`src/rtl/lc3_control_seq_if.sv`:
```
// Handshake and control bus between the LC-3 sequencer and the datapath/memory side.
interface lc3_control_seq_if;
  logic        complete_instr;
  logic        complete_data;
  logic [15:0] IR;
  logic [2:0]  psr;
  logic [15:0] pcout;
  logic        enable_fetch;
  logic        enable_decode;
  logic        enable_execute;
  logic        enable_writeback;
  logic        enable_updatePC;
  logic        br_taken;
  logic [15:0] taddr;
  logic [1:0]  mem_state;
  logic [15:0] instr_count;

  modport master (
    input  complete_instr, complete_data, IR, psr, pcout,
    output enable_fetch, enable_decode, enable_execute, enable_writeback,
           enable_updatePC, br_taken, taddr, mem_state, instr_count
  );

  modport slave (
    output complete_instr, complete_data, IR, psr, pcout,
    input  enable_fetch, enable_decode, enable_execute, enable_writeback,
           enable_updatePC, br_taken, taddr, mem_state, instr_count
  );
endinterface

```
`src/rtl/lc3_control_seq.sv`:
```
// Multi-cycle LC-3 control sequencer: one-hot stage enables, memory mode, branch decision,
// target latch and retired-instruction counter.
module lc3_control_seq #(
  parameter logic [1:0] MEM_IDLE = 2'b11
) (
  input  logic              clock,
  input  logic              reset,
  lc3_control_seq_if.master bus
);

  typedef enum logic [2:0] {
    FETCH, DECODE, EXECUTE, MEM_IND, MEM, WB, UPDPC
  } state_t;

  state_t      state, state_next;
  logic [15:0] taddr, instr_count;
  logic [3:0]  opcode;
  logic [2:0]  nzp;
  logic        is_store;
  logic        unused_ir;

  assign opcode    = bus.IR[15:12];
  assign nzp       = bus.IR[11:9];
  assign unused_ir = ^bus.IR[8:0];
  // STI reaches MEM through MEM_IND, so it is classified here with the direct stores.
  assign is_store  = (opcode == 4'b0011) || (opcode == 4'b0111) || (opcode == 4'b1011);

  always_ff @(posedge clock) begin
    if (reset) begin
      state       <= FETCH;
      taddr       <= 16'h0000;
      instr_count <= 16'h0000;
    end else begin
      state <= state_next;
      if (state == EXECUTE) taddr <= bus.pcout;
      if (state == UPDPC) instr_count <= instr_count + 16'd1;
    end
  end

  always_comb begin
    state_next = state;
    case (state)
      FETCH:   if (bus.complete_instr) state_next = DECODE;
      DECODE:  state_next = EXECUTE;
      EXECUTE: begin
        case (opcode)
          4'b0001, 4'b0101, 4'b1001, 4'b1110: state_next = WB;
          4'b0010, 4'b0110, 4'b0011, 4'b0111: state_next = MEM;
          4'b1010, 4'b1011:                   state_next = MEM_IND;
          default:                            state_next = UPDPC;
        endcase
      end
      MEM_IND: if (bus.complete_data) state_next = MEM;
      MEM:     if (bus.complete_data) state_next = is_store ? UPDPC : WB;
      WB:      state_next = UPDPC;
      UPDPC:   state_next = FETCH;
      default: state_next = FETCH;
    endcase
  end

  // Outputs are forced idle while reset is held, whatever state the register still shows.
  always_comb begin
    bus.enable_fetch     = 1'b0;
    bus.enable_decode    = 1'b0;
    bus.enable_execute   = 1'b0;
    bus.enable_writeback = 1'b0;
    bus.enable_updatePC  = 1'b0;
    bus.br_taken         = 1'b0;
    bus.mem_state        = MEM_IDLE;
    if (!reset) begin
      case (state)
        FETCH:   bus.enable_fetch     = 1'b1;
        DECODE:  bus.enable_decode    = 1'b1;
        EXECUTE: bus.enable_execute   = 1'b1;
        MEM_IND: bus.mem_state        = 2'b01;
        MEM:     bus.mem_state        = is_store ? 2'b10 : 2'b00;
        WB:      bus.enable_writeback = 1'b1;
        UPDPC: begin
          bus.enable_updatePC = 1'b1;
          case (opcode)
            4'b1100: bus.br_taken = 1'b1;
            4'b0000: bus.br_taken = |(nzp & bus.psr);
            default: bus.br_taken = 1'b0;
          endcase
        end
        default: ;
      endcase
    end
  end

  assign bus.taddr       = taddr;
  assign bus.instr_count = instr_count;

endmodule

```
`src/flat_wrapper.sv`:
```
// flat-port wrapper written by rule: the top's interface ports become plain ports
module lc3_control_seq_flat 
#(
  parameter logic [1:0] MEM_IDLE = 2'b11
)
  (clock, reset, bus_complete_instr, bus_complete_data, bus_IR, bus_psr, bus_pcout, bus_enable_fetch, bus_enable_decode, bus_enable_execute, bus_enable_writeback, bus_enable_updatePC, bus_br_taken, bus_taddr, bus_mem_state, bus_instr_count);
  lc3_control_seq_if bus_i ();
  input  logic clock;
  input  logic reset;
  input wire logic [$bits(bus_i.complete_instr)-1:0] bus_complete_instr;
  input wire logic [$bits(bus_i.complete_data)-1:0] bus_complete_data;
  input wire logic [$bits(bus_i.IR)-1:0] bus_IR;
  input wire logic [$bits(bus_i.psr)-1:0] bus_psr;
  input wire logic [$bits(bus_i.pcout)-1:0] bus_pcout;
  output wire logic [$bits(bus_i.enable_fetch)-1:0] bus_enable_fetch;
  output wire logic [$bits(bus_i.enable_decode)-1:0] bus_enable_decode;
  output wire logic [$bits(bus_i.enable_execute)-1:0] bus_enable_execute;
  output wire logic [$bits(bus_i.enable_writeback)-1:0] bus_enable_writeback;
  output wire logic [$bits(bus_i.enable_updatePC)-1:0] bus_enable_updatePC;
  output wire logic [$bits(bus_i.br_taken)-1:0] bus_br_taken;
  output wire logic [$bits(bus_i.taddr)-1:0] bus_taddr;
  output wire logic [$bits(bus_i.mem_state)-1:0] bus_mem_state;
  output wire logic [$bits(bus_i.instr_count)-1:0] bus_instr_count;
  assign bus_i.complete_instr = bus_complete_instr;
  assign bus_i.complete_data = bus_complete_data;
  assign bus_i.IR = bus_IR;
  assign bus_i.psr = bus_psr;
  assign bus_i.pcout = bus_pcout;
  assign bus_enable_fetch = bus_i.enable_fetch;
  assign bus_enable_decode = bus_i.enable_decode;
  assign bus_enable_execute = bus_i.enable_execute;
  assign bus_enable_writeback = bus_i.enable_writeback;
  assign bus_enable_updatePC = bus_i.enable_updatePC;
  assign bus_br_taken = bus_i.br_taken;
  assign bus_taddr = bus_i.taddr;
  assign bus_mem_state = bus_i.mem_state;
  assign bus_instr_count = bus_i.instr_count;
  lc3_control_seq #(.MEM_IDLE(MEM_IDLE)) u_core (.clock(clock), .reset(reset), .bus(bus_i));
endmodule
```
`config.mk`:
```
export PLATFORM = sky130hd
export DESIGN_NAME = lc3_control_seq_flat
export DESIGN_NICKNAME = d
export VERILOG_FILES = /design/src/rtl/lc3_control_seq_if.sv /design/src/rtl/lc3_control_seq.sv /design/src/flat_wrapper.sv
export SDC_FILE = /design/constraint.sdc
export NUM_CORES = 1
export LEC_CHECK = 0
export ABC_AREA = 1
export CAP_MARGIN = 40
export CORE_MARGIN = 2
export CORE_UTILIZATION = 35
export CTS_CLUSTER_SIZE = 24
export DETAILED_ROUTE_END_ITERATION = 8
export HOLD_SLACK_MARGIN = 0.15
export MAX_ROUTING_LAYER = met4
export PLACE_DENSITY = 0.73
export SKIP_LAST_GASP = 1
export SLEW_MARGIN = 20
export SYNTH_ARGS = -nofsm -noshare
export SYNTH_HDL_FRONTEND = slang
export SYNTH_SLANG_ARGS = --single-unit
```
`constraint.sdc`:
```
create_clock -name clock -period 1.4 [get_ports clock]
set_input_delay 0.35 -clock clock [delete_from_list [all_inputs] [get_ports clock]]
set_output_delay 0.35 -clock clock [all_outputs]
set_load 0.02 [all_outputs]
```
==> After elaboration in Yosys (flattened, before gate mapping) <==
Memory sizes are Yosys's and may differ from the RTL's.
Index checks and enable logic that the tools add are counted.
{ "word_totals": {"reg_bits": 35, "romBits": 48, "input_bits": 39, "output_inout_bits": 40, "memories": 1} }
{ "op_classes": {"add_sub_neg": 1, "n_eq_ne": 13, "mux": 21, "bitwise_logic": 1, "reduce_logical": 6} }
{ "memory_table": {"columns": ["name", "words", "width", "read_ports", "rd_clocked_by_memory_dff", "write_ports", "line_no", "rtl"], "rows": [
  ["(no name shown)", 16, 3, 1, 0, 0, "lc3_control_seq.sv:46", "case (opcode)"]
]} }
{ "op_table": {"columns": ["operator", "n"], "rows": [
  ["3-bit one-hot mux with 6 select lines", 1],
  ["16-bit by 1-bit adder with 16-bit output, second input constant", 1],
  ["1-bit 2-to-1 mux", 12],
  ["3-bit equality test, second input constant", 3],
  ["3-bit 2-to-1 mux", 3],
  ["4-bit equality test, second input constant", 2],
  ["3-bit by 2-bit equality test with 1-bit output, second input constant", 2],
  ["2-bit 2-to-1 mux", 3],
  ["2-bit inequality test, second input constant", 3],
  ["4-bit by 2-bit equality test with 1-bit output, second input constant", 1],
  ["4-bit by 3-bit equality test with 1-bit output, second input constant", 1],
  ["4-bit logical NOT", 1],
  ["2-bit one-hot mux with 2 select lines", 1],
  ["3-bit AND", 1],
  ["3-bit by 1-bit equality test with 1-bit output, second input constant", 1],
  ["3-bit logical NOT", 1],
  ["3-bit AND reduction", 1],
  ["3-bit OR reduction", 1],
  ["1-bit logical OR", 2],
  ["1-bit one-hot mux with 2 select lines", 1]
]} }

==> Logic depth before layout (Yosys ltp) <==
{ "logic_depth": {"depth_word": 6, "ltp_mapped": 9, "ltp_nobuf": 8} }

==> Worst setup path before layout <==
No wires, ideal clock.
{ "synth_path": {"path_type": "flip-flop to output port", "from": "register u_core.state[0]", "to": "output port bus_br_taken", "t_arrival_ns": 1.413, "required_ns": 1.050, "path_slack_ns": -0.363, "path_stages_with_launch": 6, "n_path_buf": 0, "path_cell_list": "dfxtp_1 -> inv_1 -> nand3_2 -> nor2_1 -> nand3b_1 -> a21oi_1"} }
{ "synth_between": {"elab_chain_cells": 3} }
{ "synth_rtl": {"columns": ["element", "line_no", "rtl"], "rows": [
  ["from (decl)", "lc3_control_seq.sv:15", "state_t state, state_next;"],
  ["from (signal assigned)", "lc3_control_seq.sv:34", "state <= state_next;"],
  ["3-bit equality test", "lc3_control_seq.sv:71", "case (state)"],
  ["1-bit 2-to-1 mux", "lc3_control_seq.sv:71", null],
  ["1-bit 2-to-1 mux", "lc3_control_seq.sv:70", "if (!reset) begin"],
  ["to (decl)", "flat_wrapper.sv:20", "output wire logic [$bits(bus_i.br_taken)-1:0] bus_br_taken;"]
]} }
No other way between the ends.

==> Worst setup path in the final report <==
{ "layout_path": {"from": "register u_core.state[1]", "to": "output port bus_enable_decode"} }
{ "layout_between": {"elab_chain_cells": 3} }
{ "layout_rtl": {"columns": ["element", "line_no", "rtl"], "rows": [
  ["3-bit by 1-bit equality test with 1-bit output", "lc3_control_seq.sv:71", null],
  ["1-bit 2-to-1 mux", "lc3_control_seq.sv:71", null],
  ["1-bit 2-to-1 mux", "lc3_control_seq.sv:70", null],
  ["to (decl)", "flat_wrapper.sv:16", "output wire logic [$bits(bus_i.enable_decode)-1:0] bus_enable_decode;"]
]} }
No other way between the ends.

==> implementation parameters <==
Parameter                              Value

Worst setup path
  Data arrival, critical path    1330 ps
  Critical Path End Type    output pin
  Setup Crit Path Kind    reg -> out
  Maximum fanout along the worst path    4
  Required time worst endpoint    1050 ps
  Kind of start point of the critical path    flip-flop

STA
  Post-Route Setup TNS    -1850 ps
  Setup slack of the critical path after layout    -276 ps
  Final worst path period share    120%
  Setup violators final    11
  Final setup skew    7.65 ps
  RSZ-0062 raised after global routing    yes
  Highest attainable clock frequency    597 MHz
  Final count of hold timing violations    0
  Final number of max-transition violations    0
  Time the final worst path needs with I/O delays and setup    1680 ps
  Fin Hold WS    459 ps
  Transition time at the pin with the least slew margin    roughly 280 ps
  Headroom to the max-slew limit    between 80% and 90%

Synthesis
  Summed instance area of the synthesized netlist    1690 µm²
  Synth warn    0
  Sequential cell area fraction in the yosys report    41.5%
  Mean area per synthesized cell    around 6.8 µm²
  Flip-flop and latch count after synthesis    35
  Number of distinct standard cells referenced by the synthesized netlist    27
  Gate count of the mapped netlist    249
  Post-Syn Nets    289

Detailed routing
  DRC violation total after the first TritonRoute iteration    55
  Antenna viol nets, final    0
  Pre-antenna DRT Iters    4
  Detailed-route DRC error count    0
  Total number of vias    ~2000
  Average via count per standard cell    about 4.7
  Average wire length per cell after detail routing    12.2 µm
  Total length of routed wires    5.19 mm

Clocking
  CTS Buf Count    5
  Total of hold buffers inserted after clock tree synthesis    0
  Clock net sink count    35
  CTS tree    yes
  Buffer cell driving the clock tree root    clkbuf_8
  Post-CTS clock slew at the launch and capture registers of the worst setup and hold paths    70 ps
  Insertion delay to the later sink of the worst-skew pair    a little under 300 ps
  Maximum clock insertion buffer count    2
  H-Tree Depth    2

Global route
  GRT Overall Usage    roughly 20%
  Antenna violations before repair    0
  Vias in the first global route    approximately 1800
  Maximum number of pins on one net before global-route repair    18
  Global-route wire length before repair    8.14 mm
  GRT overflow    0

Die
  Starting density of the core    roughly 36%
  Die Ht    73.5 µm
  I/O pin count    79
  Overall die width    73.5 µm
  Area enclosed by the die boundary    5400 µm²
  Area of the core    roughly 4700 µm²
  Num rows    25

Place
  Post-detailed-placement half-perimeter wirelength    3.69 mm
  Placed cell area    2770 µm²
  Routability-driven placement congestion ratio    0.809
  IO buf count    69
  Worst slack, placed    -825 ps
  Number of cells after detailed placement    just over 400

Cells and area
  Commonest non-fill, non-tap cell in the layout    nand2_1
  Post-route design area    3060 µm²
  Number of standard cells in the final layout excluding fillers    425
  Final Core Density    65.1%
  Share of post-route cells with drive strength above 1    between 30% and 40%
  Area Overhead vs Synth    80.9%
  Net total in the final layout    410
  # diodes    0
  Top library cells by usage in the layout, fill and taps aside    nand2_1 (71), buf_4 (50), dlygate4sd2_1 (35)

Outcome
  Violations in the final reports    setup timing
  Outcome    finished, violations left

Power
  PwrDens    1110 nW/µm²
  Reported leakage power    1.43 nW
  Total power of the final layout    3.40 mW
  Worst voltage drop across the vdd grid    0.718 mV

Worst hold path
  Min-Delay Path Class    reg -> reg

Job
  Max cap viols    0
## power by group
group / internal [mW] / switching [mW] / leakage, nW
clock: 0.349 / 0.370 / 0.0422
combinational: 0.720 / 0.764 / 1.10
sequential: 1.11 / 0.0856 / 0.286
total: 2.18 / 1.22 / 1.43
## cell type report
class | instances | area [µm²]
Fill cell | 407 | 1640
Sequential cell | 35 | 717
Clock inverter | 1 | 5.00
Tap cell | 54 | 67.6
Timing Repair Buffer | 121 | 1080
Clock buffer | 7 | 76.3
Multi-Input combinational cell | 183 | 1010
Inverter | 24 | 97.6
## cells by family after synthesis
family / Yosys count / synth area share, %
buffers and inverters: 31 / 7.93
xor gates and xnor gates: 1 / 0.519
and+or+nand+nor: 144 / 38.4
AOI/OAI and AO/OA: 37 / 11.0
DFF: 35 / 41.5
adders and majority gates: 1 / 0.741
## critical path, stage by stage, from the launching register on
cell and delay, ps:
dfxtp_4 370, buf_4 160, nor4_2 310, buf_4 200
## synth_stat cells
cell type,number,area [µm²]
inv_4,1,6.26
nor2_4,3,33.8
clkbuf_1,1,3.75
nand2_2,2,12.5
o21ai_0,8,40.0
buf_2,3,15.0
nand4_1,3,18.8
nor3b_2,1,12.5
nand4_2,1,12.5
a21oi_1,28,140
nor4_1,1,6.26
inv_1,23,86.3
dfxtp_1,35,701
o21ai_1,1,5.00
buf_4,1,7.51
buf_6,1,11.3
nor2_1,31,116
nand3_4,1,17.5
nand3_2,2,20.0
nand3_1,14,70.1
xnor2_1,1,8.76
nor3_1,2,10.0
and2_1,1,6.26
ha_1,1,12.5
nand2_1,81,304
buf_1,1,3.75
nand3b_1,1,7.51
## per-layer routing
layer	GRT usage (%)	part of all wire (%)	up-vias
li1	-	-	1031
met1	22.6	41	896
met2	33.9	54	55
met3	4.39	3.5	11
met4	7.68	1.8	0
met5	-	0	-
## registers in the layout, indices dropped and copies added, names as in the netlist
| register | cells |
|---|---|
| u_core.state | 3 |
| u_core.bus.taddr | 16 |
| u_core.bus.instr_count | 16 |
## worst paths after layout
path,start,to,slack (ps),cells past startpoint
hold reg to reg,u_core.bus.taddr[7],u_core.bus.taddr[7],460,2
setup / recovery,u_core.state[1],bus_enable_decode,-280,3
setup reg to reg,u_core.state[0],u_core.state[2],-80,12
hold / removal,u_core.bus.taddr[7],u_core.bus.taddr[7],460,2
## timing repair
action | 4_1_cts | 5_1_grt
resized for setup | 103 | 36
setup endpoints to repair | 54 | 29
pin swaps | 6 | 15
buffers inserted | 6 | 3
endpoints found under the hold margin | 0 | 0
No activity file was read; power rests on OpenSTA's default activity.
